**src/rtl/operand_selector_if.sv**
```systemverilog
// Operand selector bus: start/mode/op request from the control FSM, manual
// key entry, matrix slot status, and the selection result returned upstream.
// master = control FSM / user-input side, slave = operand_selector.
interface operand_selector_if;
    logic        start_select;
    logic        manual_mode;
    logic [2:0]  op_sel;
    logic [3:0]  sw_id;
    logic        key_ok;
    logic        key_back;
    logic [15:0] mat_valid;
    logic [95:0] mat_dims;
    logic [3:0]  selected_a;
    logic [3:0]  selected_b;
    logic        select_done;
    logic        select_error;
    logic        busy;

    modport master (
        output start_select, manual_mode, op_sel, sw_id, key_ok, key_back,
               mat_valid, mat_dims,
        input  selected_a, selected_b, select_done, select_error, busy
    );

    modport slave (
        input  start_select, manual_mode, op_sel, sw_id, key_ok, key_back,
               mat_valid, mat_dims,
        output selected_a, selected_b, select_done, select_error, busy
    );
endinterface

```
**src/rtl/operand_selector.sv**
```systemverilog
// operand_selector: picks matrix IDs A/B for the operation stage.
// Manual mode takes IDs from the switches on key_ok; random mode draws slot
// IDs from a free-running 16-bit Fibonacci LFSR (x^16+x^14+x^13+x^11+1)
// until a usable, dimension-compatible slot is found or the draw budget ends.
// Optional feature macro: OPSEL_TIMEOUT_EN adds a manual-mode idle timeout.
module operand_selector #(
    parameter int          NUM_SLOTS   = 16,
    parameter int          MAX_TRIES   = 64,
    parameter logic [15:0] LFSR_SEED   = 16'hACE1,
    parameter int unsigned TIMEOUT_CYC = 32'd1_000_000_000
) (
    input  logic              clk,
    input  logic              rst,
    operand_selector_if.slave bus
);

    typedef enum logic [2:0] {
        ST_IDLE   = 3'd0,
        ST_MAN_A  = 3'd1,
        ST_MAN_B  = 3'd2,
        ST_RAND_A = 3'd3,
        ST_RAND_B = 3'd4,
        ST_DONE   = 3'd5,
        ST_ERR    = 3'd6
    } state_t;

    localparam int               TRY_W    = $clog2(MAX_TRIES + 1);
    localparam logic [TRY_W-1:0] TRY_LAST = TRY_W'(MAX_TRIES - 1);

    // Parameter sanity, caught at elaboration
    if (NUM_SLOTS < 1 || NUM_SLOTS > 16) begin : g_bad_slots
        $error("operand_selector: NUM_SLOTS must be 1..16");
    end
    if (MAX_TRIES < 1) begin : g_bad_tries
        $error("operand_selector: MAX_TRIES must be >= 1");
    end
    if (LFSR_SEED == 16'h0000) begin : g_bad_seed
        $error("operand_selector: LFSR_SEED must be non-zero");
    end
    if (TIMEOUT_CYC == 32'd0) begin : g_bad_timeout
        $error("operand_selector: TIMEOUT_CYC must be >= 1");
    end

    // Slot i dimensions live at [6i+5:6i]: rows[5:3], cols[2:0]
    function automatic logic [5:0] slot_dims(input logic [95:0] dims, input logic [3:0] id);
        return dims[6*id +: 6];
    endfunction

    function automatic logic slot_usable(input logic [3:0] id, input logic [15:0] valid,
                                         input logic [95:0] dims);
        logic [5:0] d;
        d = slot_dims(dims, id);
        return (32'(id) < 32'(NUM_SLOTS)) && valid[id] &&
               (d[5:3] != 3'd0) && (d[5:3] <= 3'd5) &&
               (d[2:0] != 3'd0) && (d[2:0] <= 3'd5);
    endfunction

    // add needs identical shapes, multiply needs cols(A)==rows(B)
    function automatic logic dims_compatible(input logic [2:0] op, input logic [5:0] da,
                                             input logic [5:0] db);
        case (op)
            3'b001:  return da == db;
            3'b011:  return da[2:0] == db[5:3];
            default: return 1'b1;
        endcase
    endfunction

    function automatic logic op_is_binary(input logic [2:0] op);
        return (op == 3'b001) || (op == 3'b011);
    endfunction

    state_t           state_q;
    logic [15:0]      lfsr_q;
    logic [15:0]      lfsr_d;
    logic [2:0]       op_q;
    logic [3:0]       sel_a_q;
    logic [3:0]       sel_b_q;
    logic             done_q;
    logic             err_q;
    logic             busy_q;
    logic [TRY_W-1:0] try_q;
`ifdef OPSEL_TIMEOUT_EN
    localparam logic [31:0] IDLE_LAST = 32'(TIMEOUT_CYC - 32'd1);
    logic [31:0]      idle_q;
`endif

    logic [3:0] cand_s;
    logic [5:0] dims_a_s;
    logic       cand_use_s;
    logic       cand_cmp_s;
    logic       sw_use_s;
    logic       sw_cmp_s;
    logic       binary_s;

    assign lfsr_d     = {lfsr_q[0] ^ lfsr_q[2] ^ lfsr_q[3] ^ lfsr_q[5], lfsr_q[15:1]};
    assign cand_s     = lfsr_q[3:0];
    assign dims_a_s   = slot_dims(bus.mat_dims, sel_a_q);
    assign cand_use_s = slot_usable(cand_s, bus.mat_valid, bus.mat_dims);
    assign cand_cmp_s = dims_compatible(op_q, dims_a_s, slot_dims(bus.mat_dims, cand_s));
    assign sw_use_s   = slot_usable(bus.sw_id, bus.mat_valid, bus.mat_dims);
    assign sw_cmp_s   = dims_compatible(op_q, dims_a_s, slot_dims(bus.mat_dims, bus.sw_id));
    assign binary_s   = op_is_binary(op_q);

    // Selection FSM with free-running LFSR; all outputs registered here.
    // The mode is carried by the MAN/RAND branch of the state itself.
    always_ff @(posedge clk) begin
        if (rst) begin
            state_q <= ST_IDLE;
            lfsr_q  <= LFSR_SEED;
            op_q    <= 3'd0;
            sel_a_q <= 4'd0;
            sel_b_q <= 4'd0;
            done_q  <= 1'b0;
            err_q   <= 1'b0;
            busy_q  <= 1'b0;
            try_q   <= '0;
`ifdef OPSEL_TIMEOUT_EN
            idle_q  <= 32'd0;
`endif
        end else begin
            lfsr_q <= lfsr_d;
            if (bus.start_select) begin
                // restart from any state; IDs keep their last values
                op_q    <= bus.op_sel;
                done_q  <= 1'b0;
                err_q   <= 1'b0;
                busy_q  <= 1'b1;
                try_q   <= '0;
`ifdef OPSEL_TIMEOUT_EN
                idle_q  <= 32'd0;
`endif
                state_q <= bus.manual_mode ? ST_MAN_A : ST_RAND_A;
            end else begin
                case (state_q)
                    ST_IDLE: begin
                        err_q  <= 1'b0;
                        busy_q <= 1'b0;
                    end
                    ST_MAN_A: begin
                        if (bus.key_ok) begin
                            if (sw_use_s) begin
                                sel_a_q <= bus.sw_id;
                                if (binary_s) begin
                                    state_q <= ST_MAN_B;
`ifdef OPSEL_TIMEOUT_EN
                                    idle_q  <= 32'd0;
`endif
                                end else begin
                                    sel_b_q <= 4'd0;
                                    state_q <= ST_DONE;
                                    done_q  <= 1'b1;
                                    busy_q  <= 1'b0;
                                end
                            end else begin
                                state_q <= ST_ERR;
                                err_q   <= 1'b1;
                            end
                        end else begin
`ifdef OPSEL_TIMEOUT_EN
                            if (bus.key_back) begin
                                idle_q <= 32'd0;
                            end else if (idle_q == IDLE_LAST) begin
                                state_q <= ST_ERR;
                                err_q   <= 1'b1;
                            end else begin
                                idle_q <= idle_q + 32'd1;
                            end
`endif
                        end
                    end
                    ST_MAN_B: begin
                        if (bus.key_back) begin
                            // stepping back wins over a simultaneous confirm
                            state_q <= ST_MAN_A;
`ifdef OPSEL_TIMEOUT_EN
                            idle_q  <= 32'd0;
`endif
                        end else if (bus.key_ok) begin
                            if (sw_use_s && sw_cmp_s) begin
                                sel_b_q <= bus.sw_id;
                                state_q <= ST_DONE;
                                done_q  <= 1'b1;
                                busy_q  <= 1'b0;
                            end else begin
                                state_q <= ST_ERR;
                                err_q   <= 1'b1;
                            end
                        end else begin
`ifdef OPSEL_TIMEOUT_EN
                            if (idle_q == IDLE_LAST) begin
                                state_q <= ST_ERR;
                                err_q   <= 1'b1;
                            end else begin
                                idle_q <= idle_q + 32'd1;
                            end
`endif
                        end
                    end
                    ST_RAND_A: begin
                        if (cand_use_s) begin
                            sel_a_q <= cand_s;
                            if (binary_s) begin
                                state_q <= ST_RAND_B;
                                try_q   <= '0;
                            end else begin
                                sel_b_q <= 4'd0;
                                state_q <= ST_DONE;
                                done_q  <= 1'b1;
                                busy_q  <= 1'b0;
                            end
                        end else if (try_q == TRY_LAST) begin
                            state_q <= ST_ERR;
                            err_q   <= 1'b1;
                        end else begin
                            try_q <= try_q + TRY_W'(1);
                        end
                    end
                    ST_RAND_B: begin
                        if (cand_use_s && cand_cmp_s) begin
                            sel_b_q <= cand_s;
                            state_q <= ST_DONE;
                            done_q  <= 1'b1;
                            busy_q  <= 1'b0;
                        end else if (try_q == TRY_LAST) begin
                            state_q <= ST_ERR;
                            err_q   <= 1'b1;
                        end else begin
                            try_q <= try_q + TRY_W'(1);
                        end
                    end
                    ST_DONE: begin
                        done_q <= 1'b1;
                        busy_q <= 1'b0;
                    end
                    ST_ERR: begin
                        state_q <= ST_IDLE;
                        err_q   <= 1'b0;
                        busy_q  <= 1'b0;
                    end
                    default: begin
                        state_q <= ST_IDLE;
                        done_q  <= 1'b0;
                        err_q   <= 1'b0;
                        busy_q  <= 1'b0;
                    end
                endcase
            end
        end
    end

    assign bus.selected_a   = sel_a_q;
    assign bus.selected_b   = sel_b_q;
    assign bus.select_done  = done_q;
    assign bus.select_error = err_q;
    assign bus.busy         = busy_q;

endmodule

```
**src/flat_wrapper.sv**
```systemverilog
// flat-port wrapper written by rule: the top's interface ports become plain ports
module operand_selector_flat 
#(
    parameter int          NUM_SLOTS   = 16,
    parameter int          MAX_TRIES   = 64,
    parameter logic [15:0] LFSR_SEED   = 16'hACE1,
    parameter int unsigned TIMEOUT_CYC = 32'd1_000_000_000
)
  (clk, rst, bus_start_select, bus_manual_mode, bus_op_sel, bus_sw_id, bus_key_ok, bus_key_back, bus_mat_valid, bus_mat_dims, bus_selected_a, bus_selected_b, bus_select_done, bus_select_error, bus_busy);
  operand_selector_if bus_i ();
  input  logic clk;
  input  logic rst;
  input wire logic [$bits(bus_i.start_select)-1:0] bus_start_select;
  input wire logic [$bits(bus_i.manual_mode)-1:0] bus_manual_mode;
  input wire logic [$bits(bus_i.op_sel)-1:0] bus_op_sel;
  input wire logic [$bits(bus_i.sw_id)-1:0] bus_sw_id;
  input wire logic [$bits(bus_i.key_ok)-1:0] bus_key_ok;
  input wire logic [$bits(bus_i.key_back)-1:0] bus_key_back;
  input wire logic [$bits(bus_i.mat_valid)-1:0] bus_mat_valid;
  input wire logic [$bits(bus_i.mat_dims)-1:0] bus_mat_dims;
  output wire logic [$bits(bus_i.selected_a)-1:0] bus_selected_a;
  output wire logic [$bits(bus_i.selected_b)-1:0] bus_selected_b;
  output wire logic [$bits(bus_i.select_done)-1:0] bus_select_done;
  output wire logic [$bits(bus_i.select_error)-1:0] bus_select_error;
  output wire logic [$bits(bus_i.busy)-1:0] bus_busy;
  assign bus_i.start_select = bus_start_select;
  assign bus_i.manual_mode = bus_manual_mode;
  assign bus_i.op_sel = bus_op_sel;
  assign bus_i.sw_id = bus_sw_id;
  assign bus_i.key_ok = bus_key_ok;
  assign bus_i.key_back = bus_key_back;
  assign bus_i.mat_valid = bus_mat_valid;
  assign bus_i.mat_dims = bus_mat_dims;
  assign bus_selected_a = bus_i.selected_a;
  assign bus_selected_b = bus_i.selected_b;
  assign bus_select_done = bus_i.select_done;
  assign bus_select_error = bus_i.select_error;
  assign bus_busy = bus_i.busy;
  operand_selector #(.NUM_SLOTS(NUM_SLOTS), .MAX_TRIES(MAX_TRIES), .LFSR_SEED(LFSR_SEED), .TIMEOUT_CYC(TIMEOUT_CYC)) u_core (.clk(clk), .rst(rst), .bus(bus_i));
endmodule
```
**config.mk**
```make
export PLATFORM = sky130hd
export DESIGN_NAME = operand_selector_flat
export DESIGN_NICKNAME = d
export VERILOG_FILES = /design/src/rtl/operand_selector_if.sv /design/src/rtl/operand_selector.sv /design/src/flat_wrapper.sv
export SDC_FILE = /design/constraint.sdc
export NUM_CORES = 1
export LEC_CHECK = 0
export CAP_MARGIN = 10
export CORE_MARGIN = 3
export CORE_UTILIZATION = 50
export DETAILED_ROUTE_END_ITERATION = 10
export GPL_TIMING_DRIVEN = 0
export HOLD_SLACK_MARGIN = 0.03
export PLACE_DENSITY = 0.83
export SKIP_CTS_REPAIR_TIMING = 1
export SLEW_MARGIN = 30
export SYNTH_ARGS = -nofsm -noshare
export SYNTH_HDL_FRONTEND = slang
export SYNTH_SLANG_ARGS = --single-unit
```
**constraint.sdc**
```tcl
create_clock -name clk -period 4.95 [get_ports clk]
set_input_delay 1.2375 -clock clk [delete_from_list [all_inputs] [get_ports clk]]
set_output_delay 1.2375 -clock clk [all_outputs]
set_load 0.02 [all_outputs]
```
==> reports/qor.txt, run 1 <==
status = finished clean
utilization after layout = 69.1%
layout cells sized above 1 = 19.0%
initial core utilization = 51.7%
placed instance area = 0.00627 sq mm
sequential share of the synthesized area = 16.8%
CTS clk-pin slew, worst paths = 0.10 ns
die width = 104 um
RePlAce Congestion = 0.964
R2R Setup Slk = 1.13 ns
die height = 104 um
# rows = 35
Avg WL per Cell = 22.5 um
CTS buffer count = 5
Placement Setup Slack = -0.0262 ns
critical path endpoint category = flip-flop
CTS Sinks = 40
leakage power = 2.20 nW
Global Route Usage Sum = 31.2%
CTS H-Tree Depth = 2
# port buffers = 133
Switch Pwr = 0.000405 W
Final Worst Setup Slack = 0.145 ns
Post-synth top flop = dfxtp_1
critical path arrival = 4.97 ns
Clock power frac = 24.9%
Worst-Margin Slew = 0.817 ns
RSZ-0062 raised after global routing = false
first-pass GRT wire length = 26800 um
core area = 0.00924 sq mm
pwr dens = 184 mW/mm^2
Max Fclk = 208 MHz
Antenna Cells = 0
peak supply drop = 142 uV
DRC Markers = 0
number of flops mapped to enable cells by yosys = 0
Gate Count Post-Synth = 480
CTS tree = built
CP Max Fanout = 10
Total Power = 0.00118 W
Die Area = 0.0108 sq mm
pin count of the biggest net entering global routing = 15
Pint = 0.000770 W
Yosys warning count = 0
async set-reset flop share out of synthesis = 0%
max cap viols = 0
Vias/cell = 6.66
Routed Antenna Nets = 0
area grow syn2layout = 33.7%
via count = 4994
Req. time, crit path = 5.12 ns
Setup Viol. Count Final = 0
Ports = 136
DRT iter0 DRCs = 468
fin crit period = 4.80 ns
initial antenna violation count = 0
Worst setup SP type = input pin
final setup TNS = 0 ns
Combinational Power Share = 45.7%
clock skew = 0.0145 ns
switching part of the total power = 34.5%
worst slew margin relative to its limit = 45.4%
most frequent cells in the layout = clkdlybuf4s50_1, mux4_2, nand2_1, dfxtp_1, nor2_1
CTS max path bufs = 2
Pre-antenna DRT Iters = 5
wirelength, routed = 16900 um
Reg power frac = 29.3%
Synth Register Bits = 40
Final period util = 97.1%
clk root buf = clkbuf_8
synth unique cells = 58
vias in the first global route = 5099
Synth Net Count = 606
clk_lat worst skew = 0.31 ns
min-delay worst type = reg2reg
Mean Syn Cell Area = 9.94 sq um
fin area = 0.00638 sq mm
Final Hold Fails = 0
# nets final = 746
Max Slew Vio Count = 0
Post-Syn Area = 0.00477 sq mm
placed wire-length estimate = 13500 um
most common cell after layout, fill and taps aside = clkdlybuf4s50_1
gr ovfl total = 0
worst setup path category = in2reg
## synth_stat cells (all sizes together) (4+ instances only)
| cell | count | area, sq um |
|---|---|---|
| mux4 | 80 | 1800 |
| nand2 | 50 | 190 |
| dfxtp | 40 | 801 |
| nor2 | 34 | 128 |
| nand3 | 27 | 135 |
| a22oi | 24 | 180 |
| nor2b | 23 | 151 |
| buf | 21 | 114 |
| a21oi | 17 | 85.1 |
| clkbuf | 17 | 63.8 |
| xor2 | 16 | 140 |
| mux2i | 15 | 150 |
| o21ai | 14 | 70.1 |
| nor3 | 10 | 50.1 |
| nand2b | 9 | 56.3 |
| or2 | 8 | 50.1 |
| xnor2 | 7 | 61.3 |
| a211oi | 6 | 50.1 |
| inv | 5 | 18.8 |
| a22o | 4 | 35.0 |
| mux2 | 4 | 45.0 |
| nor4 | 4 | 25.0 |
| o211ai | 4 | 35.0 |
| o21a | 4 | 30.0 |
## registers in the layout, summed over array words and instances (netlist names)
signal and count:
u_core.try_q 7, u_core.bus.busy 1, u_core.lfsr_q 16, u_core.bus.select_done 1, u_core.op_q 3, u_core.bus.selected_a 4, u_core.bus.selected_b 4, u_core.bus.select_error 1
u_core.state_q 3
## final timing paths
| check | startpoint | cells after the start | endpoint |
|---|---|---|---|
| worst min register to register | u_core.lfsr_q[7] | 1 | u_core.lfsr_q[6] |
| worst max register to register | u_core.bus.selected_a[1] | 10 | u_core.bus.selected_b[1] |
| worst min-delay path | u_core.lfsr_q[7] | 1 | u_core.lfsr_q[6] |
| worst max-delay path | bus_sw_id[2] | 11 | u_core.bus.selected_a[0] |
## logic make-up (layout without fill, tap and decap cells)
family / after synthesis / in the layout / synth area share [%]
and+or+nand+nor: 177 / 177 / 18.3
muxes: 99 / 99 / 41.8
AOI/OAI and AO/OA: 97 / 97 / 14.4
buffers and inverters: 43 / 184 / 4.12
DFF: 40 / 40 / 16.8
xor gates and xnor gates: 23 / 23 / 4.22
adders and majority gates: 1 / 1 / 0.262
## worst max-delay path, stage by stage
cell and delay, ns:
clkdlybuf4s50_1 0.57, buf_1 0.48, clkbuf_1 0.50, mux4_2 0.30
mux2i_1 0.09, a221oi_1 0.34, nand4_1 0.44, nand3b_1 0.32
a211o_1 0.40, mux2i_1 0.19, nor2_1 0.08
## per-layer routing
| metal | GRT usage [%] | wire [um] | up-vias |
|---|---|---|---|
| li1 | - | - | 2184 |
| met4 | 10.5 | 543 | 0 |
| met5 | 0 | 0 | - |
| met1 | 38.5 | 6200 | 2425 |
| met2 | 54.2 | 8490 | 336 |
| met3 | 7.10 | 1630 | 49 |
## layout make-up
cell class,instances,area [sq um]
multi-input combinational,397,3780
fill,718,2860
timing repair buffer,133,1330
sequential,40,801
buffer,38,178
tap,129,161
clock buffer,5,68.8
clock inverter,3,46.3
inverter,5,18.8
## power groups by stage
stage	clock network [W]	logic (W)	registers (W)
global placement	0	0.000515	0.000352
global route	0.000307	0.000573	0.000347
finish	0.000293	0.000537	0.000345
detailed placement	0	0.000526	0.000352
floorplan	0	0.000318	0.000353
CTS	0.000294	0.000528	0.000345
## metrics by stage
step	hold WS, ns	instances
floorplan	0.389	480
global placement	0.395	742
detailed placement	0.399	742
CTS	0.422	750
global route	0.439	750
finish	0.415	750
(Power assumes the default switching activity.)
==> inputs of run 2 (changes only) <==
--- a/config.mk
+++ b/config.mk
@@ -5,11 +5,11 @@
 export SDC_FILE = /design/constraint.sdc
 export NUM_CORES = 1
 export LEC_CHECK = 0
+export ABC_AREA = 0
 export CAP_MARGIN = 10
 export CORE_MARGIN = 3
 export CORE_UTILIZATION = 50
 export DETAILED_ROUTE_END_ITERATION = 10
-export GPL_TIMING_DRIVEN = 0
 export HOLD_SLACK_MARGIN = 0.03
 export PLACE_DENSITY = 0.83
 export SKIP_CTS_REPAIR_TIMING = 1
==> reports/qor.txt, run 2 (synthesis results as in run 1) <==
status = finished clean
core area = 0.00924 sq mm
CP top delay family = buffers and inverters
DRT iter0 DRCs = 478
Avg WL per Cell = 20.9 um
Setup Viol. Count Final = 0
die height = 104 um
Pre-antenna DRT Iters = 6
Clock power frac = 21.3%
most frequent cells in the layout = clkdlybuf4s50_1, mux4_2, nand2_1, dfxtp_1, nor2_1
placed wire-length estimate = 12000 um
critical path endpoint category = flip-flop
area grow syn2layout = 32.0%
leakage power = 2.18 nW
# nets final = 722
gr ovfl total = 0
R2R Setup Slk = 1.24 ns
max cap viols = 0
Worst-Margin Slew = 0.801 ns
CTS clk-pin slew, worst paths = 0.08 ns
CTS tree = built
first-pass GRT wire length = 25200 um
max incr delay on CP = 0.87 ns
Reg power frac = 32.9%
Routed Antenna Nets = 0
clk_lat worst skew = 0.30 ns
RSZ-0062 raised after global routing = false
Antenna Cells = 0
Max Slew Vio Count = 0
most common cell after layout, fill and taps aside = clkdlybuf4s50_1
peak supply drop = 114 uV
Vias/cell = 6.61
min-delay worst type = reg2reg
Final Hold Fails = 0
Ports = 136
pwr dens = 175 mW/mm^2
Final period util = 88.0%
switching part of the total power = 34.0%
fin crit period = 4.35 ns
Req. time, crit path = 5.18 ns
worst r2r path cells = 11
DRC Markers = 0
CTS H-Tree Depth = 2
Total Power = 0.00111 W
Worst Hold Launch = u_core.lfsr_q[12]
pin count of the biggest net entering global routing = 35
wirelength, routed = 15200 um
clk root buf = clkbuf_8
Buf/Inv on CP = 2
critical path arrival = 4.58 ns
largest reg by FF count = u_core.lfsr_q
Pint = 0.000730 W
initial antenna violation count = 0
crit path cell chain = clkdlybuf4s50_1, buf_4, mux4_2, a22oi_1, nand3_1, xor2_1, nor4_1, a21boi_0, a21oi_1, o211ai_2, mux2i_1
fin area = 0.00630 sq mm
CTS Sinks = 40
biggest regs = u_core.lfsr_q (16), u_core.try_q (7)
# rows = 35
via count = 4802
CTS max path bufs = 2
initial core utilization = 51.7%
hold path cells = 1
Switch Pwr = 0.000375 W
RePlAce Congestion = 0.941
Die Area = 0.0108 sq mm
Global Route Usage Sum = 28.6%
worst slew margin relative to its limit = 46.5%
utilization after layout = 68.2%
Worst setup SP type = input pin
CP Max Fanout = 15
worst setup path category = in2reg
die width = 104 um
# port buffers = 135
layout cells sized above 1 = 20.4%
reg-to-reg endpoint = u_core.try_q[5]
clock skew = 0.0106 ns
hold path endpoint = u_core.lfsr_q[11]
Post-Layout Cell Count = 726
placed instance area = 0.00621 sq mm
Slowest cell on crit path = clkdlybuf4s50_1
final setup TNS = 0 ns
start of the worst register-to-register path = u_core.lfsr_q[0]
max FFs per register = 16
CTS buffer count = 5
vias in the first global route = 5003
Max Fclk = 230 MHz
Combinational Power Share = 45.8%
placed cells = 718
## run 2: changes by cell type in the layout (fill, tap and decap cells not counted), sizes merged
cell	before	now
clkbuf	22	6
buf	21	13
clkinv	0	2
bufinv	1	0
clkdlybuf4s50	133	134
clkinvlp	1	0
inv	6	5
## run 2: layout make-up
| cell class | instances | area, sq um |
|---|---|---|
| clock inverters | 2 | 10.0 |
| inverters | 5 | 18.8 |
| repair buffers | 147 | 1450 |
| clock buffers | 6 | 82.6 |
| fillers | 726 | 2940 |
| flip-flops and latches | 40 | 805 |
| multi-input cells | 397 | 3780 |
| well taps | 129 | 161 |
## run 2: how the worst max path moves through the flow
stage	start	endpoint	slack, ns	cells past startpoint
2_1_floorplan	bus_sw_id[0]	u_core.bus.selected_a[1]	1.12	10
3_3_place_gp	bus_sw_id[1]	u_core.bus.selected_b[1]	0.53	11
3_5_place_dp	bus_sw_id[1]	u_core.bus.selected_b[3]	0.34	11
4_1_cts	bus_sw_id[1]	u_core.bus.selected_b[3]	0.63	11
5_1_grt	bus_sw_id[1]	u_core.bus.selected_b[3]	0.37	11
6_report	bus_sw_id[1]	u_core.bus.selected_b[3]	0.60	11
## run 2: power by group through the flow
stage          logic [W]  registers [W]  clock network (W)
6_report        0.000507       0.000363           0.000236
5_1_grt         0.000545       0.000367           0.000254
4_1_cts         0.000501       0.000363           0.000239
3_5_place_dp    0.000500       0.000370                  0
3_3_place_gp    0.000488       0.000369                  0
2_1_floorplan   0.000318       0.000353                  0
## run 2: routing by layer
layer / vias up / wire length, um / GRT usage (%)
met3: 53 / 1300 / 4.05
met4: 0 / 535 / 11.8
li1: 2142 / - / -
met5: - / 0 / 0
met1: 2302 / 5580 / 36.9
met2: 305 / 7740 / 48.6
## run 2: worst register-to-register path, stage by stage (launching register included)
cell      delay, ns
dfxtp_2        0.48
buf_4          0.33
mux4_2         0.55
a22oi_1        0.22
nand2_1        0.17
a221o_1        0.40
nor4b_2        0.24
buf_4          0.22
nand2_1        0.12
o31ai_1        0.60
a211oi_1       0.10
nand2b_1       0.17
## run 2: per-stage QoR
stage,worst slack [ns],hold WS (ns)
final,0.595,0.416
after global placement,0.527,0.393
after floorplan,1.12,0.389
after CTS,0.633,0.418
after detailed placement,0.337,0.398
after global routing,0.371,0.425
